File: config.mk
export PLATFORM = sky130hd
export DESIGN_NAME = fb_scan_reader
export DESIGN_NICKNAME = d
export VERILOG_FILES = /design/src/rtl/fb_scan_reader_pkg.sv /design/src/rtl/fb_scan_reader_shifter.sv /design/src/rtl/fb_scan_reader.sv
export SDC_FILE = /design/constraint.sdc
export NUM_CORES = 1
export LEC_CHECK = 0
export BUFFER_PORTS_ARGS = -buffer_cell sky130_fd_sc_hd__buf_4
export CAP_MARGIN = 10
export CORE_MARGIN = 4
export CORE_UTILIZATION = 30
export DETAILED_ROUTE_END_ITERATION = 7
export HOLD_SLACK_MARGIN = 0.12
export PLACE_DENSITY = 0.59
export RECOVER_POWER = 25
export SLEW_MARGIN = 30
export SYNTH_ARGS = -nofsm -noshare
export SYNTH_HDL_FRONTEND = slang
export SYNTH_SLANG_ARGS = --single-unit
export TNS_END_PERCENT = 50
File: constraint.sdc
create_clock -name clk -period 6.65 [get_ports clk]
set_input_delay 1.33 -clock clk [delete_from_list [all_inputs] [get_ports clk]]
set_output_delay 1.33 -clock clk [all_outputs]
set_load 0.05 [all_outputs]
File: src/rtl/fb_scan_reader_pkg.sv
// Shared constants, fetch-state encoding and palette lookup for the framebuffer scan reader.
package fb_scan_reader_pkg;

  localparam int FB_ROWS       = 8;
  localparam int FB_COLS       = 32;
  localparam int PLANE1_OFFSET = 8;
  localparam int RGB_W         = 6;
  localparam int PAL_W         = 4 * RGB_W;
  localparam int ROW_W         = $clog2(FB_ROWS);
  localparam int COL_W         = $clog2(FB_COLS);
  localparam int ADDR_W        = ROW_W + 1;

  typedef enum logic [1:0] {
    IDLE,
    WAIT_ALIGN,
    HOLD,
    READY
  } FetchState_e;

  function automatic logic [RGB_W-1:0] paletteEntry(input logic [PAL_W-1:0] pal,
                                                     input logic [1:0] idx);
    logic [RGB_W-1:0] entry;
    case (idx)
      2'd0:    entry = pal[0*RGB_W +: RGB_W];
      2'd1:    entry = pal[1*RGB_W +: RGB_W];
      2'd2:    entry = pal[2*RGB_W +: RGB_W];
      default: entry = pal[3*RGB_W +: RGB_W];
    endcase
    return entry;
  endfunction

endpackage

File: src/rtl/fb_scan_reader_shifter.sv
// Per-line pixel engine: loads the shadowed plane words, walks the 32 columns at
// PIX_CLKS clocks per pixel and drives the registered palette colour.
module fb_pixel_shifter
  import fb_scan_reader_pkg::*;
#(
  parameter int PIX_CLKS = 4
) (
  input  logic               clk,
  input  logic               rst,
  input  logic               load_i,
  input  logic               active_i,
  input  logic [FB_COLS-1:0] shadow0_i,
  input  logic [FB_COLS-1:0] shadow1_i,
  input  logic [PAL_W-1:0]   palette_i,
  output logic [RGB_W-1:0]   rgb_o
);

  localparam int DIV_W = (PIX_CLKS > 1) ? $clog2(PIX_CLKS) : 1;

  logic [FB_COLS-1:0] plane0_q, plane0_d;
  logic [FB_COLS-1:0] plane1_q, plane1_d;
  logic [COL_W-1:0]   column_q, column_d;
  logic [DIV_W-1:0]   div_q, div_d;
  logic               running_q, running_d;
  logic [RGB_W-1:0]   rgb_q, rgb_d;
  logic [1:0]         pixelIdx;

  // Bit 0 of each shift register is always the current column; the colour is
  // taken from the present shift state, giving one clock of output latency.
  always_comb begin
    plane0_d  = plane0_q;
    plane1_d  = plane1_q;
    column_d  = column_q;
    div_d     = div_q;
    running_d = running_q;
    pixelIdx  = {plane1_q[0], plane0_q[0]};
    rgb_d     = running_q ? paletteEntry(palette_i, pixelIdx) : '0;

    if (load_i) begin
      plane0_d  = shadow0_i;
      plane1_d  = shadow1_i;
      column_d  = '0;
      div_d     = '0;
      running_d = 1'b1;
    end else if (running_q) begin
      if (!active_i) begin
        running_d = 1'b0;
      end else if (div_q == DIV_W'(PIX_CLKS - 1)) begin
        div_d    = '0;
        plane0_d = plane0_q >> 1;
        plane1_d = plane1_q >> 1;
        column_d = column_q + 1'b1;
        if (column_q == COL_W'(FB_COLS - 1)) begin
          running_d = 1'b0;
        end
      end else begin
        div_d = div_q + 1'b1;
      end
    end
  end

  always_ff @(posedge clk or posedge rst) begin
    if (rst) begin
      plane0_q  <= '0;
      plane1_q  <= '0;
      column_q  <= '0;
      div_q     <= '0;
      running_q <= 1'b0;
      rgb_q     <= '0;
    end else begin
      plane0_q  <= plane0_d;
      plane1_q  <= plane1_d;
      column_q  <= column_d;
      div_q     <= div_d;
      running_q <= running_d;
      rgb_q     <= rgb_d;
    end
  end

  assign rgb_o = rgb_q;

endmodule

File: src/rtl/fb_scan_reader.sv
// Framebuffer scan reader: tracks the display row, fetches both bit planes aligned to
// the shared rotation phase, and hands the shadowed words to the pixel shifter.
module fb_scan_reader
  import fb_scan_reader_pkg::*;
#(
  parameter int ROW_LINES = 4,
  parameter int PIX_CLKS  = 4
) (
  input  logic               clk,
  input  logic               rst,
  input  logic [2:0]         counter,
  input  logic               frame_start,
  input  logic               line_start,
  input  logic               active,
  input  logic [PAL_W-1:0]   palette,
  output logic [ADDR_W-1:0]  r1_addr,
  output logic [ADDR_W-1:0]  r2_addr,
  input  logic [FB_COLS-1:0] data_in1,
  input  logic [FB_COLS-1:0] data_in2,
  output logic [RGB_W-1:0]   rgb,
  output logic               underrun
);

  localparam int SUB_W = (ROW_LINES > 1) ? $clog2(ROW_LINES) : 1;

  FetchState_e        state_q;
  logic [ADDR_W-1:0]  r1Addr_q;
  logic [FB_COLS-1:0] shadow0_q;
  logic [FB_COLS-1:0] shadow1_q;
  logic               underrun_q;
  logic               activePrev_q;
  logic [ROW_W-1:0]   row_q;
  logic [SUB_W-1:0]   subLine_q;

  logic [ROW_W-1:0]   startRow, nextRow;
  logic [SUB_W-1:0]   startSub, nextSub;
  logic               activeRise;
  logic               loadShift;

  // The row/sub-line pair names the line about to start; a coincident
  // frame_start forces that line to be line 0.
  always_comb begin
    startRow = frame_start ? '0 : row_q;
    startSub = frame_start ? '0 : subLine_q;
    nextRow  = startRow;
    nextSub  = startSub + 1'b1;
    if (startSub == SUB_W'(ROW_LINES - 1)) begin
      nextSub = '0;
      if (startRow != ROW_W'(FB_ROWS - 1)) begin
        nextRow = startRow + 1'b1;
      end
    end
  end

  assign activeRise = active && !activePrev_q;
  assign loadShift  = activeRise && (state_q == READY);

  // activePrev_q resets high so a reset released mid-line is not mistaken for a new line.
  always_ff @(posedge clk or posedge rst) begin
    if (rst) begin
      state_q      <= IDLE;
      r1Addr_q     <= '0;
      shadow0_q    <= '0;
      shadow1_q    <= '0;
      underrun_q   <= 1'b0;
      activePrev_q <= 1'b1;
      row_q        <= '0;
      subLine_q    <= '0;
    end else begin
      activePrev_q <= active;

      if (frame_start) begin
        underrun_q <= 1'b0;
      end
      if (activeRise && (state_q != READY)) begin
        underrun_q <= 1'b1;
      end

      if (line_start) begin
        row_q     <= nextRow;
        subLine_q <= nextSub;
      end else if (frame_start) begin
        row_q     <= '0;
        subLine_q <= '0;
      end

      if (line_start) begin
        r1Addr_q <= {1'b0, startRow};
        state_q  <= WAIT_ALIGN;
      end else begin
        case (state_q)
          WAIT_ALIGN: begin
            if (counter == 3'd0) begin
              state_q <= HOLD;
            end
          end
          HOLD: begin
            if (counter == 3'd0) begin
              shadow0_q <= data_in1;
              shadow1_q <= data_in2;
              state_q   <= READY;
            end
          end
          default: ;
        endcase
      end
    end
  end

  assign r1_addr  = r1Addr_q;
  assign r2_addr  = ADDR_W'(PLANE1_OFFSET) | {1'b0, r1Addr_q[ROW_W-1:0]};
  assign underrun = underrun_q;

  fb_pixel_shifter #(
    .PIX_CLKS(PIX_CLKS)
  ) u_shifter (
    .clk      (clk),
    .rst      (rst),
    .load_i   (loadShift),
    .active_i (active),
    .shadow0_i(shadow0_q),
    .shadow1_i(shadow1_q),
    .palette_i(palette),
    .rgb_o    (rgb)
  );

endmodule

==> impl_metrics.tcl, run 1 <==
set metrics [dict create \
    ys_seq_area_frac 0.537 \
    num_io_pins 111 \
    ys_types 36 \
    reg2reg_from "state_q[1]" \
    clk_latency_ns 0.43 \
    slowest_delay_ns 1.87 \
    r2r_cells 4 \
    ff2ff_setup_slack_ns 4.05 \
    place_congestion 0.711 \
    power.leakage_nw 4.34 \
    r2r_end "u_shifter.plane0_q[1]" \
    dr.pass1.iters 4 \
    cts.sinks 154 \
    nNetsFinal 658 \
    die_y_um 163 \
    syn_to_final_growth_pct 22.7 \
    cts_tree "yes" \
    cts-root-buf "clkbuf_16" \
    ys.warnings.count 0 \
    synth_area_per_cell_sq_um 15.7 \
    cp_cell_sequence "clkbuf_4, clkinvlp_2, buf_6" \
    grt_pass1_vias 4377 \
    dp_hpwl_mm 9.08 \
    worst-path-buf-inv 3 \
    syn_area_sq_um 7180 \
    grt_use_total 0.107 \
    worst_pin_slew_ns 3.37 \
    path_clk_slew_ns 0.06 \
    hold_class "reg2reg" \
    setup_viol 0 \
    diodes 0 \
    vias_per_cell 4.35 \
    crit_family "buffers and inverters" \
    outcome "finished, violations left" \
    wl_mm 13.7 \
    period_share 0.552 \
    path_max_fanout 78 \
    min_from "shadow0_q[31]" \
    fill_cells 2224 \
    relSlewSlack -1.26 \
    slowest_stage "clkinvlp_2" \
    synth_nets 557 \
    postCtsSetupRepairBufs 0 \
    hold_viol 0 \
    row_count 56 \
    htreeDepth 4 \
    grt_pass1_wl_mm 22.5 \
    synth_flop_cell "dfrtp_1" \
    antenna_found_initial 0 \
    cts_resized 0 \
    rsz0062_at_grt "no" \
    crit_type "in2async" \
    worstSetupEndpointType "async pin" \
    die_w_um 163 \
    grt_start_max_net_pins 79 \
    synth_seq_cells 154 \
    ant_nets 0 \
    synth_edf_count 0 \
    synth_cells 456 \
    cp.arrival_ns 4.15 \
    min_path_cells 2 \
    clockBufferDepth 2 \
    violations "capacitance limit, slew limit" \
    start_util 0.306 \
    via_count 3863 \
    drv_slew 79 \
    drt_iter0_drc 113 \
    wl_per_cell_um 15.4 \
    dieArea_sq_um 26500 \
    timing.fmax_ghz 0.272 \
    finalPower_mw 2.11 \
    finClkSkew_ns 0.0133 \
    coreArea_sq_um 23500 \
    cap_violations 1 \
    fin_hold_ws_ns 0.500 \
    powerDensity_nw_per_um2 239 \
    peakVddDrop_mv 0.130 \
    numCtsBuffers 17 \
    cp-start-kind "input port" \
    fin_crit_ns 3.67 \
    ctsHoldBuffers 0 \
    fin_cells 889 \
    portBuffers 108 \
    grt-ovfl-total 0 \
    dp.cells 855 \
    min_to "u_shifter.plane0_q[31]" \
    drive_above_1_share 0.605 \
    async_flop_share 1.00 \
    route.detailed.drc 0 \
    required_ns 7.13 \
    tns_ns 0 \
]
## power by group
group	leakage, nW	internal [mW]	total [mW]	switching (mW)
combinational	1.94	0.0813	0.149	0.0676
clock	0.283	0.582	0.966	0.384
sequential	2.12	0.972	0.994	0.0220
## sequential cells by signal, summed over array words and instances (netlist names)
signal,flops
activePrev_q,1
r1_addr,3
row_q,3
shadow0_q,32
shadow1_q,32
state_q,2
subLine_q,2
u_shifter.column_q,5
u_shifter.div_q,2
u_shifter.plane0_q,32
u_shifter.plane1_q,32
u_shifter.rgb_o,6
u_shifter.running_q,1
underrun,1
## synth_stat cells, drive strengths merged (2+ instances only)
cell	n	area, sq um
a21oi	4	20.0
and2	7	43.8
buf	30	250
conb	2	7.51
dfrtp	153	3830
ha	5	62.6
inv	6	22.5
mux2	191	2460
mux2i	4	40.0
mux4	6	135
nand2	10	37.5
nand3	4	25.0
nand3b	2	15.0
nor2	4	15.0
nor2b	5	31.3
o21ai	6	30.0
xor2	4	35.0
## cells in the final DEF (no fill, tap or decap), types with 5 or more instances in the layout
| cell | count |
|---|---|
| mux2_2 | 109 |
| ha_1 | 5 |
| mux2_4 | 82 |
| and2_1 | 7 |
| buf_4 | 107 |
| inv_1 | 5 |
| mux4_2 | 6 |
| dfrtp_1 | 153 |
| nor2b_1 | 5 |
| clkbuf_16 | 17 |
| o21ai_0 | 6 |
| nand2_1 | 10 |
## per-stage QoR
step	instance area (sq um)	setup WS [ns]	util
final	8810	2.98	0.375
after global routing	8810	2.34	0.375
after CTS	8770	3.47	0.374
after detailed placement	8180	3.02	0.349
after global placement	8180	3.11	0.349
after floorplan	7180	1.17	-
## final cells by class
type / instances / area, sq um / share of cell area
sequential: 154 / 3850 / 0.438
multi-input combinational: 265 / 3070 / 0.348
timing repair buffer: 113 / 877 / 0.0995
clock buffer: 22 / 474 / 0.0538
tap: 319 / 399 / 0.0453
clock inverter: 10 / 115 / 0.0131
inverter: 6 / 23.8 / 0.00270
## worst min-delay path: cells and delay by family, from the launching register on
kind	cells	cell delay (ns)
AOI/OAI and AO/OA	1	0.07
and+or+nand+nor	1	0.05
DFF	1	0.35
## per-layer routing
| layer | vias up | part of all wire | routed length [um] | GRT usage |
|---|---|---|---|---|
| met5 | - | 0 | 0 | 0 |
| met2 | 74 | 0.51 | 6940 | 0.181 |
| met1 | 1967 | 0.43 | 5870 | 0.132 |
| met3 | 16 | 0.047 | 646 | 0.0324 |
| met4 | 0 | 0.015 | 207 | 0.0324 |
| li1 | 1806 | - | - | - |
## worst max-delay path by stage
stage,slack (ns),depth (start not counted),end,startpoint
6_report,2.98,3,u_shifter.plane1_q[28],rst
3_5_place_dp,3.02,4,u_shifter.plane0_q[1],active
3_3_place_gp,3.11,4,u_shifter.plane0_q[2],active
4_1_cts,3.47,4,u_shifter.plane0_q[1],active
2_1_floorplan,1.17,1,r1_addr[0],rst
5_1_grt,2.34,3,u_shifter.plane1_q[28],rst
## cells by family (layout without fill, tap and decap cells)
family,count (synthesis),after routing,share of synthesized area
other,2,2,0.00105
adder cells (fa/ha/maj),5,5,0.00871
AND/OR/NAND/NOR,40,40,0.0324
buffers and inverters,37,151,0.0385
multiplexers,201,201,0.367
flip-flops,154,154,0.537
XOR/XNOR,4,4,0.00488
AO/OA/AOI/OAI,13,13,0.0106
No activity file was read; power rests on OpenSTA's default activity.
==> run 2, diff against run 1 <==
Clock period 6.65 ns to 3.7 ns, I/O delays scaled along.
==> run 2 against run 1 <==
  * Register-to-register slack worse by 2.4 ns
  * Highest routed layer unchanged
  * Die area unchanged
  * Clock-buffer cell count down 3
  * Cell area up 0.20%
  * The flow now finishes without violations
  * Critical path depth up 2
  * Via count up 0.21%
  * Non-clock buffer count up 2
  * Critical endpoint is now shadow1_q[20]
==> impl_metrics.tcl, run 2 (synthesis gave the netlist of run 1 again) <==
set metrics [dict create \
    switchingPower_mw 0.856 \
    outcome "finished, final reports clean" \
    dp_hpwl_mm 9.13 \
    ctsHoldBuffers 0 \
    cts.sinks 154 \
    relSlewSlack 0.171 \
    power.leakage_nw 4.36 \
    worst_pin_slew_ns 1.24 \
    fin_crit_ns 2.34 \
    start_util 0.306 \
    cap_violations 0 \
    numCtsBuffers 17 \
    grt_use_total 0.107 \
    postCtsSetupRepairBufs 0 \
    powerDensity_nw_per_um2 429 \
    setup_viol 0 \
    crit_type "in2reg" \
    peakVddDrop_mv 0.244 \
    dieArea_sq_um 26500 \
    die_w_um 163 \
    rsz0062_at_grt "no" \
    clk_latency_ns 0.41 \
    seqPwrFrac 0.471 \
    hold_class "reg2reg" \
    cts_tree "yes" \
    portBuffers 108 \
    diodes 0 \
    grt_start_max_net_pins 69 \
    final_common_cell "dfrtp_1" \
    required_ns 4.00 \
    wl_mm 13.6 \
    via_count 3871 \
    ant_nets 0 \
    p_int_mw 2.93 \
    path_max_fanout 33 \
    route.detailed.drc 0 \
    clockBufferDepth 2 \
    antenna_found_initial 0 \
    postLayoutCoreUtil 0.376 \
    timing.fmax_ghz 0.428 \
    drive_above_1_share 0.608 \
    row_count 56 \
    share_comb_of_total_power 0.072 \
    wl_per_cell_um 15.3 \
    clockPowerShare 0.457 \
    switching_share 0.226 \
    cp.arrival_ns 2.64 \
    grt_pass1_wl_mm 22.6 \
    place_congestion 0.681 \
    worstSetupEndpointType "register" \
    cts_resized 0 \
    nNetsFinal 660 \
    cts-root-buf "clkbuf_16" \
    hold_viol 0 \
    grt_pass1_vias 4345 \
    htreeDepth 4 \
    dr.pass1.iters 4 \
    finClkSkew_ns 0.0105 \
    grt-ovfl-total 0 \
    final_cell_mix "dfrtp_1 (153), mux2_2 (109), buf_4 (109)" \
    num_io_pins 111 \
    tns_ns 0 \
    cp-start-kind "input port" \
    die_y_um 163 \
    drv_slew 0 \
    drt_iter0_drc 156 \
    syn_to_final_growth_pct 23.0 \
    coreArea_sq_um 23500 \
    period_share 0.632 \
    vias_per_cell 4.34 \
    path_clk_slew_ns 0.06 \
]
-- run 2: cell types whose count changed in the layout (fill, tap and decap cells not counted), moves of 2 or more --
cell / before / now
buf_12: 1 / 3
clkinv_4: 1 / 4
buf_4: 107 / 109
clkbuf_1: 4 / 2
-- run 2: per-stage QoR --
step / power (mW) / worst slack, ns / hold WS [ns] / cell area (sq um) / std cells
after floorplan: 1.97 / 1.02 / 0.444 / 7180 / 456
after global placement: 2.08 / 1.12 / 0.474 / 8250 / 859
after detailed placement: 2.10 / 1.07 / 0.468 / 8250 / 859
after CTS: 3.86 / 1.55 / 0.394 / 8840 / 891
after global routing: 3.97 / 1.19 / 0.504 / 8830 / 891
final: 3.79 / 1.36 / 0.484 / 8830 / 891
-- run 2: final timing paths --
check                                    from                endpoint  cells past startpoint  slack (ns)
min reg2reg                     shadow0_q[31]  u_shifter.plane0_q[31]                      2        0.48
max                                counter[1]           shadow1_q[20]                      5        1.36
max in group asynchronous                 rst            activePrev_q                      3        2.19
min in group asynchronous                 rst           shadow0_q[12]                      2        0.59
min                             shadow0_q[31]  u_shifter.plane0_q[31]                      2        0.48
max reg2reg                u_shifter.div_q[0]  u_shifter.plane0_q[30]                      5        1.61
-- run 2: area by class of cell --
class / count / area (sq um)
clock buffers: 19 / 453
clock inverters: 13 / 143
fillers: 2230 / 14600
inverters: 6 / 23.8
multi-input cells: 265 / 3060
flip-flops and latches: 154 / 3850
well taps: 319 / 399
repair buffers: 115 / 893
-- run 2: worst max-delay path, cell delays in order --
cell and delay, ns:
buf_4 0.11, nor3_1 0.49, nand3_4 0.55, buf_4 0.43
mux2_2 0.30
-- run 2: per-layer routing --
| metal | track usage | share of wire |
|---|---|---|
| met1 | 0.139 | 0.46 |
| met4 | 0.0259 | 0.0095 |
| met2 | 0.175 | 0.49 |
| met5 | 0 | 0 |
| met3 | 0.0352 | 0.042 |
-- run 2: power by group through the flow --
stage	Combinational (mW)	Sequential [mW]	Clock, mW
after floorplan	0.158	1.81	0
after global placement	0.272	1.81	0
after detailed placement	0.282	1.81	0
after CTS	0.283	1.78	1.79
after global routing	0.308	1.79	1.87
final	0.273	1.78	1.73
==> run 3, diff against run 2 <==
Clock period 3.7 ns to 2.3 ns, I/O delays scaled along.
==> run 3 against run 2 <==
  * Clock power is 69% higher
  * Die area stayed put
  * Via count is 1.9% higher
  * Combinational power is 63% higher
  * Cell area is 1.1% higher
  * Sequential power is 61% higher
  * Largest cell class unchanged
  * Critical endpoint is now u_shifter.plane1_q[23]
  * Global-route usage is 0.45 points higher
  * Largest power group is now clock
  * Clock skew is 0.00064 ns lower
  * Sequential share of layout area is 0.47 points lower
  * Highest routed layer unchanged
  * Power is 65% higher
==> impl_metrics.tcl, run 3 (synthesis gave the netlist of run 1 again) <==
set metrics [dict create \
    outcome "finished, final reports clean" \
    wl_per_cell_um 15.4 \
    dp_hpwl_mm 9.30 \
    num_io_pins 111 \
    grt_pass1_vias 4586 \
    dp.cells 864 \
    portBuffers 108 \
    seqPwrFrac 0.460 \
    nNetsFinal 666 \
    worst_pin_slew_ns 1.21 \
    clockBufferDepth 2 \
    cap_violations 0 \
    switching_share 0.223 \
    hold_class "in2reg" \
    drive_above_1_share 0.602 \
    hold_viol 0 \
    grt-ovfl-total 0 \
    clk_latency_ns 0.42 \
    cp_common_cell "mux2_2" \
    drv_slew 0 \
    cts_resized 0 \
    cts-root-buf "clkbuf_16" \
    cp-start-kind "register" \
    share_comb_of_total_power 0.071 \
    powerDensity_nw_per_um2 698 \
    cts_tree "yes" \
    cp_cell_sequence "and4b_1, buf_12, mux2_2, mux2_2" \
    final_common_cell "dfrtp_1" \
    grt_use_total 0.112 \
    ant_nets 0 \
    coreArea_sq_um 23500 \
    numCtsBuffers 17 \
    relSlewSlack 0.191 \
    row_count 56 \
    wl_mm 13.8 \
    path_max_fanout 33 \
    start_util 0.306 \
    postCtsSetupRepairBufs 0 \
    path_clk_slew_ns 0.07 \
    switchingPower_mw 1.39 \
    finClkSkew_ns 0.00984 \
    fin_cells 897 \
    antenna_found_initial 0 \
    worstSetupEndpointType "register" \
    rsz0062_at_grt "no" \
    route.detailed.drc 0 \
    cp.arrival_ns 2.17 \
    crit_type "reg2reg" \
    clockPowerShare 0.468 \
    cts.sinks 154 \
    die_w_um 163 \
    peakVddDrop_mv 0.337 \
    dieArea_sq_um 26500 \
    required_ns 2.60 \
    diodes 0 \
    vias_per_cell 4.40 \
    power.leakage_nw 4.40 \
    syn_to_final_growth_pct 24.3 \
    die_y_um 163 \
    dr.pass1.iters 4 \
    grt_pass1_wl_mm 23.5 \
    timing.fmax_ghz 0.533 \
    fin_crit_ns 1.88 \
    p_int_mw 4.84 \
    period_share 0.815 \
    final_cell_mix "dfrtp_1 (153), mux2_2 (109), buf_4 (108)" \
    slowest_stage "dfrtp_1" \
    slowest_delay_ns 0.49 \
    drt_iter0_drc 130 \
    setup_viol 0 \
    via_count 3946 \
    postLayoutCoreUtil 0.380 \
    htreeDepth 4 \
    grt_start_max_net_pins 68 \
    place_congestion 0.707 \
]
==> run 3: changes by cell type in the layout (fill, tap and decap cells not counted), sizes merged <==
cell         before  now
buf             112  114
clkinv            7    2
clkbuf           22   27
inv               7    9
bufinv            2    3
dlygate4sd3       0    1
==> run 3: final cells by class <==
type	count	area [sq um]
multi-input combinational	265	3060
clock inverter	11	158
timing repair buffer	121	971
inverter	6	23.8
tap	319	399
clock buffer	21	460
sequential	154	3850
fill	2207	14500
==> run 3: metal layers <==
layer	vias to the layer above	track usage	wire, um
met5	-	0	0
met4	0	0.0404	208
met3	17	0.0294	527
met2	69	0.190	7070
met1	2025	0.137	6030
li1	1835	-	-
==> run 3: final timing paths <==
kind / start / endpoint / slack [ns] / cells after the start
max reg2reg: state_q[1] / u_shifter.plane1_q[23] / 0.42 / 4
max in group asynchronous: rst / u_shifter.plane0_q[16] / 0.51 / 4
min: data_in2[11] / shadow1_q[11] / 0.27 / 2
max: state_q[1] / u_shifter.plane1_q[23] / 0.42 / 4
min reg2reg: shadow0_q[27] / shadow0_q[27] / 0.50 / 1
min in group asynchronous: rst / shadow0_q[10] / 0.87 / 3
==> run 3: power groups by stage <==
stage / Sequential (mW) / Combinational [mW] / Clock, mW
2_1_floorplan: 2.91 / 0.254 / 0
3_3_place_gp: 2.92 / 0.445 / 0
3_5_place_dp: 2.92 / 0.458 / 0
4_1_cts: 2.87 / 0.462 / 3.03
5_1_grt: 2.88 / 0.509 / 3.15
6_report: 2.87 / 0.444 / 2.92
==> run 3: critical path, delay by kind of cell (launching register included) <==
family / cells / cell delay [ns]
buffers and inverters: 1 / 0.26
AND/OR/NAND/NOR: 1 / 0.36
multiplexers: 2 / 0.63
flip-flops: 1 / 0.49
==> run 3: timing repair <==
action,4_1_cts,5_1_grt
setup endpoints to repair,0,0
hold buffers,1,0
endpoints found under the hold margin,17,0
==> run 3: stage by stage <==
| stage | worst slack, ns | TNS, ns | hold slack, ns | total power, mW | instance area [sq um] |
|---|---|---|---|---|---|
| after floorplan | -0.104 | -15.93 | 0.444 | 3.17 | 7180 |
| after global placement | 0.425 | 0 | 0.487 | 3.36 | 8320 |
| after detailed placement | 0.395 | 0 | 0.478 | 3.38 | 8320 |
| after CTS | 0.449 | 0 | 0.166 | 6.37 | 8950 |
| after global routing | 0.273 | 0 | 0.241 | 6.54 | 8920 |
| final | 0.424 | 0 | 0.268 | 6.23 | 8920 |
